[config.mk]
export PLATFORM = sky130hd
export DESIGN_NAME = block_emitter
export DESIGN_NICKNAME = d
export VERILOG_FILES = /design/src/rtl/block_emitter_pkg.sv /design/src/rtl/block_emitter_rom.sv /design/src/rtl/block_emitter.sv
export SDC_FILE = /design/constraint.sdc
export NUM_CORES = 1
export LEC_CHECK = 0
export CORE_MARGIN = 2
export CORE_UTILIZATION = 41
export CTS_CLUSTER_SIZE = 30
export DETAILED_ROUTE_END_ITERATION = 16
export DONT_BUFFER_PORTS = 1
export PLACE_DENSITY_LB_ADDON = 0.3
export SYNTH_ARGS = -nofsm -noshare
export SYNTH_HDL_FRONTEND = slang
export SYNTH_SLANG_ARGS = --single-unit
[constraint.sdc]
create_clock -name clk -period 1.8 [get_ports clk]
set_clock_uncertainty 0.2 [all_clocks]
set_input_delay 0.36 -clock clk [delete_from_list [all_inputs] [get_ports clk]]
set_output_delay 0.36 -clock clk [all_outputs]
set_load 0.03 [all_outputs]
[src/rtl/block_emitter_pkg.sv]
// Shared encodings for block_emitter: ops, FSM states, ASCII bytes.
// Build option: BLOCK_EMITTER_GUARD_EN drops under/overflowing commands.
package block_emitter_pkg;

   typedef enum logic {
      OP_OPEN  = 1'b0,
      OP_CLOSE = 1'b1
   } op_e;

   typedef enum logic {
      S_IDLE = 1'b0,
      S_EMIT = 1'b1
   } state_e;

   localparam logic [7:0] CH_B  = 8'h62;
   localparam logic [7:0] CH_E  = 8'h65;
   localparam logic [7:0] CH_G  = 8'h67;
   localparam logic [7:0] CH_I  = 8'h69;
   localparam logic [7:0] CH_N  = 8'h6E;
   localparam logic [7:0] CH_D  = 8'h64;
   localparam logic [7:0] CH_SP = 8'h20;

   localparam logic [2:0] OPEN_LAST  = 3'd5;
   localparam logic [2:0] CLOSE_LAST = 3'd3;

   function automatic logic [2:0] last_idx(input op_e op);
      return (op == OP_OPEN) ? OPEN_LAST : CLOSE_LAST;
   endfunction

endpackage

[src/rtl/block_emitter_rom.sv]
// Token byte table: (op, idx) -> ASCII char, 8'h00 past the token end.
module block_emitter_rom
   import block_emitter_pkg::*;
(
   input  op_e        op_i,
   input  logic [2:0] idx_i,
   output logic [7:0] char_o
);

   always_comb begin
      char_o = 8'h00;
      if (op_i == OP_OPEN) begin
         case (idx_i)
            3'd0:    char_o = CH_B;
            3'd1:    char_o = CH_E;
            3'd2:    char_o = CH_G;
            3'd3:    char_o = CH_I;
            3'd4:    char_o = CH_N;
            3'd5:    char_o = CH_SP;
            default: char_o = 8'h00;
         endcase
      end else begin
         case (idx_i)
            3'd0:    char_o = CH_E;
            3'd1:    char_o = CH_N;
            3'd2:    char_o = CH_D;
            3'd3:    char_o = CH_SP;
            default: char_o = 8'h00;
         endcase
      end
   end

endmodule

[src/rtl/block_emitter.sv]
// Serializes OPEN/CLOSE commands into "begin "/"end " bytes, tracks depth.
// BLOCK_EMITTER_GUARD_EN: under/overflowing commands are consumed silently.
module block_emitter
   import block_emitter_pkg::*;
#(
   parameter int DEPTH_W = 8
) (
   input  logic               clk,
   input  logic               reset_n,
   input  logic               cmd_valid,
   input  logic               cmd_op,
   output logic               cmd_ready,
   output logic [7:0]         char_out,
   output logic               char_valid,
   input  logic               char_ready,
   output logic [DEPTH_W-1:0] depth,
   output logic               balanced,
   output logic               err
);

   localparam logic [DEPTH_W-1:0] ONE = DEPTH_W'(1);

   state_e             state_q, state_d;
   op_e                op_q, op_d;
   logic [2:0]         idx_q, idx_d;
   logic [DEPTH_W-1:0] depth_q, depth_d;
   logic               err_q, err_d;

   logic               cmd_acc;
   logic               byte_acc;
   logic               bad;
   logic [DEPTH_W-1:0] depth_nxt;
   logic [7:0]         rom_char;

   assign cmd_ready  = (state_q == S_IDLE);
   assign char_valid = (state_q == S_EMIT);
   assign cmd_acc    = cmd_valid && cmd_ready;
   assign byte_acc   = char_valid && char_ready;

   assign bad = cmd_acc &&
                (((cmd_op == OP_CLOSE) && (depth_q == '0)) ||
                 ((cmd_op == OP_OPEN)  && (depth_q == '1)));

   assign depth_nxt = (cmd_op == OP_OPEN) ? depth_q + ONE
                                          : depth_q - ONE;

   block_emitter_rom u_rom (
      .op_i   (op_q),
      .idx_i  (idx_q),
      .char_o (rom_char)
   );

   // Idle latched op/idx would otherwise present a stale byte.
   assign char_out = char_valid ? rom_char : 8'h00;
   assign depth    = depth_q;
   assign err      = err_q;
   assign balanced = (depth_q == '0) && (state_q == S_IDLE) && !err_q;

   always_comb begin
      state_d = state_q;
      op_d    = op_q;
      idx_d   = idx_q;
      depth_d = depth_q;
      err_d   = err_q | bad;
      unique case (state_q)
         S_IDLE: begin
            if (cmd_acc) begin
`ifdef BLOCK_EMITTER_GUARD_EN
               if (!bad) begin
                  state_d = S_EMIT;
                  op_d    = op_e'(cmd_op);
                  idx_d   = 3'd0;
                  depth_d = depth_nxt;
               end
`else
               state_d = S_EMIT;
               op_d    = op_e'(cmd_op);
               idx_d   = 3'd0;
               depth_d = depth_nxt;
`endif
            end
         end
         S_EMIT: begin
            if (byte_acc) begin
               idx_d = idx_q + 3'd1;
               if (idx_q == last_idx(op_q)) begin
                  state_d = S_IDLE;
               end
            end
         end
         default: state_d = S_IDLE;
      endcase
   end

   always_ff @(posedge clk or negedge reset_n) begin
      if (!reset_n) begin
         state_q <= S_IDLE;
         op_q    <= OP_OPEN;
         idx_q   <= 3'd0;
         depth_q <= '0;
         err_q   <= 1'b0;
      end else begin
         state_q <= state_d;
         op_q    <= op_d;
         idx_q   <= idx_d;
         depth_q <= depth_d;
         err_q   <= err_d;
      end
   end

endmodule

==> flow_summary.json, run 1 <==
{
  "num_antenna_cells": 0,
  "hold_viol_final": 0,
  "gr-total-overflow": 0,
  "crit_type": "register to primary output",
  "outcome": "finished, violations left",
  "cpPeakStageDelay_ns": 0.47,
  "area_delta_synth_final_pct": 62.5,
  "worstHoldStart": "char_ready",
  "vias": 1108,
  "setup_ws_ns": -0.345,
  "reg2reg_depth": 7,
  "cts_tree": "built",
  "maxSlewViolCount": 0,
  "clock-root-buffer": "clkbuf_4",
  "yosys_warnings": 0,
  "die_area_mm2": 0.00320,
  "power_mw": 3.98,
  "antenna_found_initial": 0,
  "startpoint_type": "register",
  "ys.flop_type": "dfrtp_1",
  "path_clk_slew_ns": 0.09,
  "synth-seq-area-share": 0.309,
  "cp.arrival_ns": 1.59,
  "max_freq_ghz": 0.466,
  "yosysUniqueCellTypes": 36,
  "r2r_end": "depth[7]",
  "maxCapViolCount": 0,
  "avgRoutedWirePerCell_um": 16.4,
  "required_ns": 1.24,
  "post-route-min-period_ns": 2.15,
  "via_per_inst": 5.38,
  "r2r-start": "depth[2]",
  "post_synth.cell_area_avg_um2": 8.41,
  "hpwlAfterDp_um": 2270,
  "initial_utilization": 0.422,
  "clkLatencyLatePin_ns": 0.27,
  "setup_violations": 10,
  "ios": 25,
  "clockBufferDepth": 2,
  "ys_ff_latch": 14,
  "grt_pass1_vias": 1238,
  "numClockSinks": 14,
  "p_per_area_mw_per_mm2": 2160,
  "fin_crit_sh": 1.19,
  "grt_max_degree": 15,
  "fp.dieH_um": 56.6,
  "min_path_type": "input port to register",
  "gp_congestion": 0.857,
  "syn_area_mm2": 0.00113,
  "final_net_count": 193,
  "hold_depth": 1,
  "synthCells": 135,
  "crit_path_max_fanout": 4,
  "track_usage": 0.233,
  "async_flop_share": 1.00,
  "crit_slowest_cell": "dfrtp_2",
  "rrSetupSlack_ns": -0.20,
  "tightest_slew_ns": 0.670,
  "violations": "setup timing",
  "drtPass1Iterations": 4,
  "slew_headroom": 0.552,
  "vdd_drop_max_v": 0.00196,
  "drive_gt1_frac": 0.526,
  "drc_errors": 0,
  "drtIter0Drc": 69,
  "place.port_buffers": 0,
  "grt_pass1_wl_um": 5940,
  "rsz0062_at_grt": "true",
  "num_rows": 19,
  "cp-end-kind": "primary output",
  "ant_nets": 0,
  "drt_wl_total_um": 3370,
  "leakage_nw": 0.758,
  "synth_edf_count": 0,
  "tns_ns": -2.38,
  "core-area_mm2": 0.00269,
  "h-tree-depth": 1,
  "hold_end": "char_valid",
  "cts_buffers": 3,
  "path_cells": "inv_4 -> ha_4 -> nand2_4 -> nor3_4 -> nor2_1 -> nor2_2 -> buf_6",
  "die_x_um": 56.6
}
-- kinds of logic (layout without fill, tap and decap cells) --
family | count (synthesis) | count (layout) | share of synthesized area
AOI/OAI and AO/OA | 33 | 33 | 0.185
muxes | 2 | 2 | 0.0176
xor gates and xnor gates | 7 | 7 | 0.0540
other | 1 | 2 | 0.00330
DFF | 14 | 14 | 0.309
buffers and inverters | 17 | 56 | 0.0761
and+or+nand+nor | 49 | 49 | 0.216
adders and majority gates | 12 | 12 | 0.139
-- placed cells by master, fill, tap and decap left out, types with 5 or more instances in the layout --
cell	n
nor2_1	8
buf_4	30
ha_4	9
o21ai_0	6
xor2_1	5
dfrtp_2	10
buf_6	9
nand2_1	15
-- worst max path at each step --
stage / end / cells after the start / from / slack (ns)
finish: char_out[3] / 7 / idx_q[0] / -0.35
global route: char_out[6] / 7 / idx_q[1] / -0.42
CTS: char_out[1] / 6 / idx_q[0] / -0.32
detailed placement: char_out[1] / 6 / idx_q[0] / -0.14
global placement: char_out[1] / 6 / idx_q[0] / -0.06
floorplan: balanced / 3 / depth[5] / -0.04
-- layout make-up --
class,instances,area (um2)
Multi-Input combinational cell,105,992
Fill cell,198,842
Timing Repair Buffer,42,367
Sequential cell,14,363
Inverter,10,57.6
Tap cell,31,38.8
Clock buffer,4,26.3
-- power breakdown --
part,internal (mW),switching [mW]
sequential,0.479,0.311
combinational,1.40,1.60
clock,0.0858,0.105
total,1.97,2.02
-- sequential cells by signal, indices dropped and copies added (netlist names) --
register,count
op_q,1
char_valid,1
err,1
depth,8
idx_q,3
-- cells in the mapped netlist, types with 2 or more instances --
cell | number | area [um2]
clkbuf_1 | 3 | 11.3
xnor2_1 | 2 | 17.5
xor2_1 | 5 | 43.8
nand3_1 | 3 | 15.0
dfrtp_1 | 14 | 350
a31oi_1 | 2 | 12.5
ha_1 | 11 | 138
nor2_1 | 12 | 45.0
o21bai_1 | 2 | 15.0
o21ai_0 | 10 | 50.1
nor3_1 | 8 | 40.0
nor2b_1 | 2 | 12.5
buf_6 | 2 | 22.5
o21a_1 | 2 | 15.0
o31ai_1 | 3 | 22.5
nor4_1 | 2 | 12.5
a21oi_1 | 6 | 30.0
inv_1 | 9 | 33.8
buf_4 | 2 | 15.0
nand2_1 | 17 | 63.8
nand4_1 | 2 | 12.5
mux2i_1 | 2 | 20.0
-- worst max-delay path, delay by kind of cell (launching register included) --
family | cells | cell delay [ns]
buf+inv | 2 | 0.26
flops | 1 | 0.47
fa+ha+maj | 1 | 0.15
simple gates | 4 | 0.44
-- stage by stage --
stage,worst slack (ns),utilization,cells,hold slack (ns),instance area [um2]
global route,-0.424,0.687,206,0.0460,1840
global placement,-0.0563,0.559,190,-0.135,1500
floorplan,-0.0436,-,136,-0.136,1270
detailed placement,-0.143,0.559,190,-0.135,1500
finish,-0.345,0.687,206,0.0485,1840
CTS,-0.317,0.661,205,0.0456,1780
-- per-layer routing --
| layer | global-route usage | part of all wire |
|---|---|---|
| met5 | 0 | 0 |
| met4 | 0.0714 | 0.0062 |
| met3 | 0.0207 | 0.026 |
| met2 | 0.435 | 0.56 |
| met1 | 0.277 | 0.40 |
-- what timing repair did --
action	in CTS	in global routing
buffers inserted	9	1
endpoints found under the setup margin	10	12
pin swaps	17	13
gates cloned	0	0
endpoints found under the hold margin	16	0
resized for setup	36	14
hold buffers	2	0
(Power assumes the default switching activity.)
==> run 2: changes to the inputs <==
--- a/config.mk
+++ b/config.mk
@@ -10,7 +10,7 @@
 export CTS_CLUSTER_SIZE = 30
 export DETAILED_ROUTE_END_ITERATION = 16
 export DONT_BUFFER_PORTS = 1
-export PLACE_DENSITY_LB_ADDON = 0.3
+export PLACE_DENSITY = 0.68
 export SYNTH_ARGS = -nofsm -noshare
 export SYNTH_HDL_FRONTEND = slang
 export SYNTH_SLANG_ARGS = --single-unit
==> run 2 against run 1 <==
- final area is 4.5% higher
- via count grew 4.2%
- first-iteration DRC count decreased by 28%
- largest cell class unchanged
- the run still ends with setup timing left
- register-to-register slack got worse by 0.02 ns
- non-clock buffer count is 4 higher
- cell count up 1.9%
- maximum frequency up 1.3%
==> flow_summary.json, run 2 (synthesis gave the netlist of run 1 again) <==
{
  "outcome": "finished, violations left",
  "violations": "setup timing",
  "drtIter0Drc": 50,
  "crit_path_max_fanout": 4,
  "post-route-util": 0.718,
  "drc_errors": 0,
  "crit_type": "register to primary output",
  "rrSetupSlack_ns": -0.22,
  "maxCapViolCount": 0,
  "grt_pass1_vias": 1124,
  "gp_congestion": 0.871,
  "final_cell_mix": "32 x buf_4, 14 x nand2_1, 11 x buf_6, 9 x ha_4, 9 x dfrtp_2",
  "post-route-min-period_ns": 2.12,
  "via_per_inst": 5.50,
  "reg2reg_depth": 9,
  "maxUsedRoutingLayer": "met4",
  "die_x_um": 56.6,
  "tightest_slew_ns": 0.636,
  "fin_area_mm2": 0.00193,
  "hold_viol_final": 0,
  "clkLatencyLatePin_ns": 0.29,
  "core-area_mm2": 0.00269,
  "cts_tree": "built",
  "worstHoldStart": "char_ready",
  "fill_cells": 189,
  "final_common_cell": "buf_4",
  "r2r-start": "depth[1]",
  "grt_max_degree": 17,
  "hold_depth": 1,
  "min_path_type": "input port to register",
  "fp.dieH_um": 56.6,
  "r2r_end": "depth[6]",
  "track_usage": 0.218,
  "avgRoutedWirePerCell_um": 15.3,
  "whs_ns": 0.0160,
  "final_net_count": 197,
  "path_clk_slew_ns": 0.08,
  "area_delta_synth_final_pct": 69.9,
  "vias": 1155,
  "die_area_mm2": 0.00320,
  "wl_met1_um": 1250,
  "hold_end": "char_valid",
  "required_ns": 1.24,
  "max_freq_ghz": 0.472,
  "cp.arrival_ns": 1.56,
  "clockBufferDepth": 2,
  "h-tree-depth": 1,
  "numClockSinks": 14,
  "cts_buffers": 3,
  "drt_wl_total_um": 3210,
  "gr-total-overflow": 0,
  "fin_crit_sh": 1.18,
  "setup_violations": 11,
  "ios": 25,
  "place.port_buffers": 0,
  "num_antenna_cells": 0,
  "hpwlAfterDp_um": 2190,
  "ant_nets": 0,
  "initial_utilization": 0.422,
  "maxSlewViolCount": 0,
  "num_rows": 19,
  "largest_reg_flops": 8,
  "clock-root-buffer": "clkbuf_4",
  "cp-end-kind": "primary output",
  "slew_headroom": 0.575,
  "dpl_cell_area_mm2": 0.00153,
  "drive_gt1_frac": 0.581,
  "antenna_found_initial": 0,
  "wl_met3_um": 99,
  "startpoint_type": "register",
  "drtPass1Iterations": 4,
  "wl_met2_um": 1770,
  "setup_ws_ns": -0.318,
  "tns_ns": -2.43,
  "rsz0062_at_grt": "true",
  "grt_pass1_wl_um": 5400
}
-- run 2: cell types whose count changed in the layout (fill, tap and decap cells not counted), sizes merged --
cell	change
buf	+4
clkinv	+1
inv	-1
-- run 2: final cells by class --
| cell class | instances | area, um2 | area share |
|---|---|---|---|
| multi-input combinational | 105 | 1040 | 0.538 |
| tap | 31 | 38.8 | 0.0201 |
| inverter | 10 | 60.1 | 0.0311 |
| sequential | 14 | 362 | 0.188 |
| clock buffer | 4 | 26.3 | 0.0136 |
| timing repair buffer | 46 | 404 | 0.210 |
-- run 2: worst max-delay path by stage --
stage / slack, ns / from / endpoint
final: -0.32 / idx_q[1] / char_out[3]
after global routing: -0.41 / idx_q[1] / char_out[3]
after CTS: -0.32 / idx_q[0] / char_out[3]
after detailed placement: -0.11 / depth[1] / balanced
after global placement: -0.13 / depth[1] / balanced
after floorplan: -0.04 / depth[5] / balanced
-- run 2: what timing repair did --
item | 4_1_cts | 5_1_grt
endpoints found under the hold margin | 16 | 0
setup endpoints to repair | 10 | 12
resized for setup | 47 | 20
buffers inserted | 9 | 3
hold buffers | 2 | 0
pin swaps | 17 | 11
-- run 2: layer usage --
metal | vias up | GRT usage
met5 | - | 0
met4 | 0 | 0.0918
met3 | 9 | 0.0276
met2 | 29 | 0.395
met1 | 554 | 0.253
li1 | 563 | -
-- run 2: stage by stage --
step	worst slack [ns]	instances
final	-0.318	210
after global routing	-0.415	210
after CTS	-0.317	209
after detailed placement	-0.113	194
after global placement	-0.127	194
after floorplan	-0.0436	136
-- run 2: worst max-delay path, stage by stage (launching register included) --
cell and delay (ns):
dfrtp_2 0.44, clkinv_4 0.11, ha_4 0.19, mux2i_1 0.15, nor2_1 0.06, nor2_1 0.12, nor2_2 0.05, buf_6 0.13
Power of run 2 is left out: the tool's default activity adds up to more than one toggle a clock period on the data nets, which glitch-free logic cannot reach.
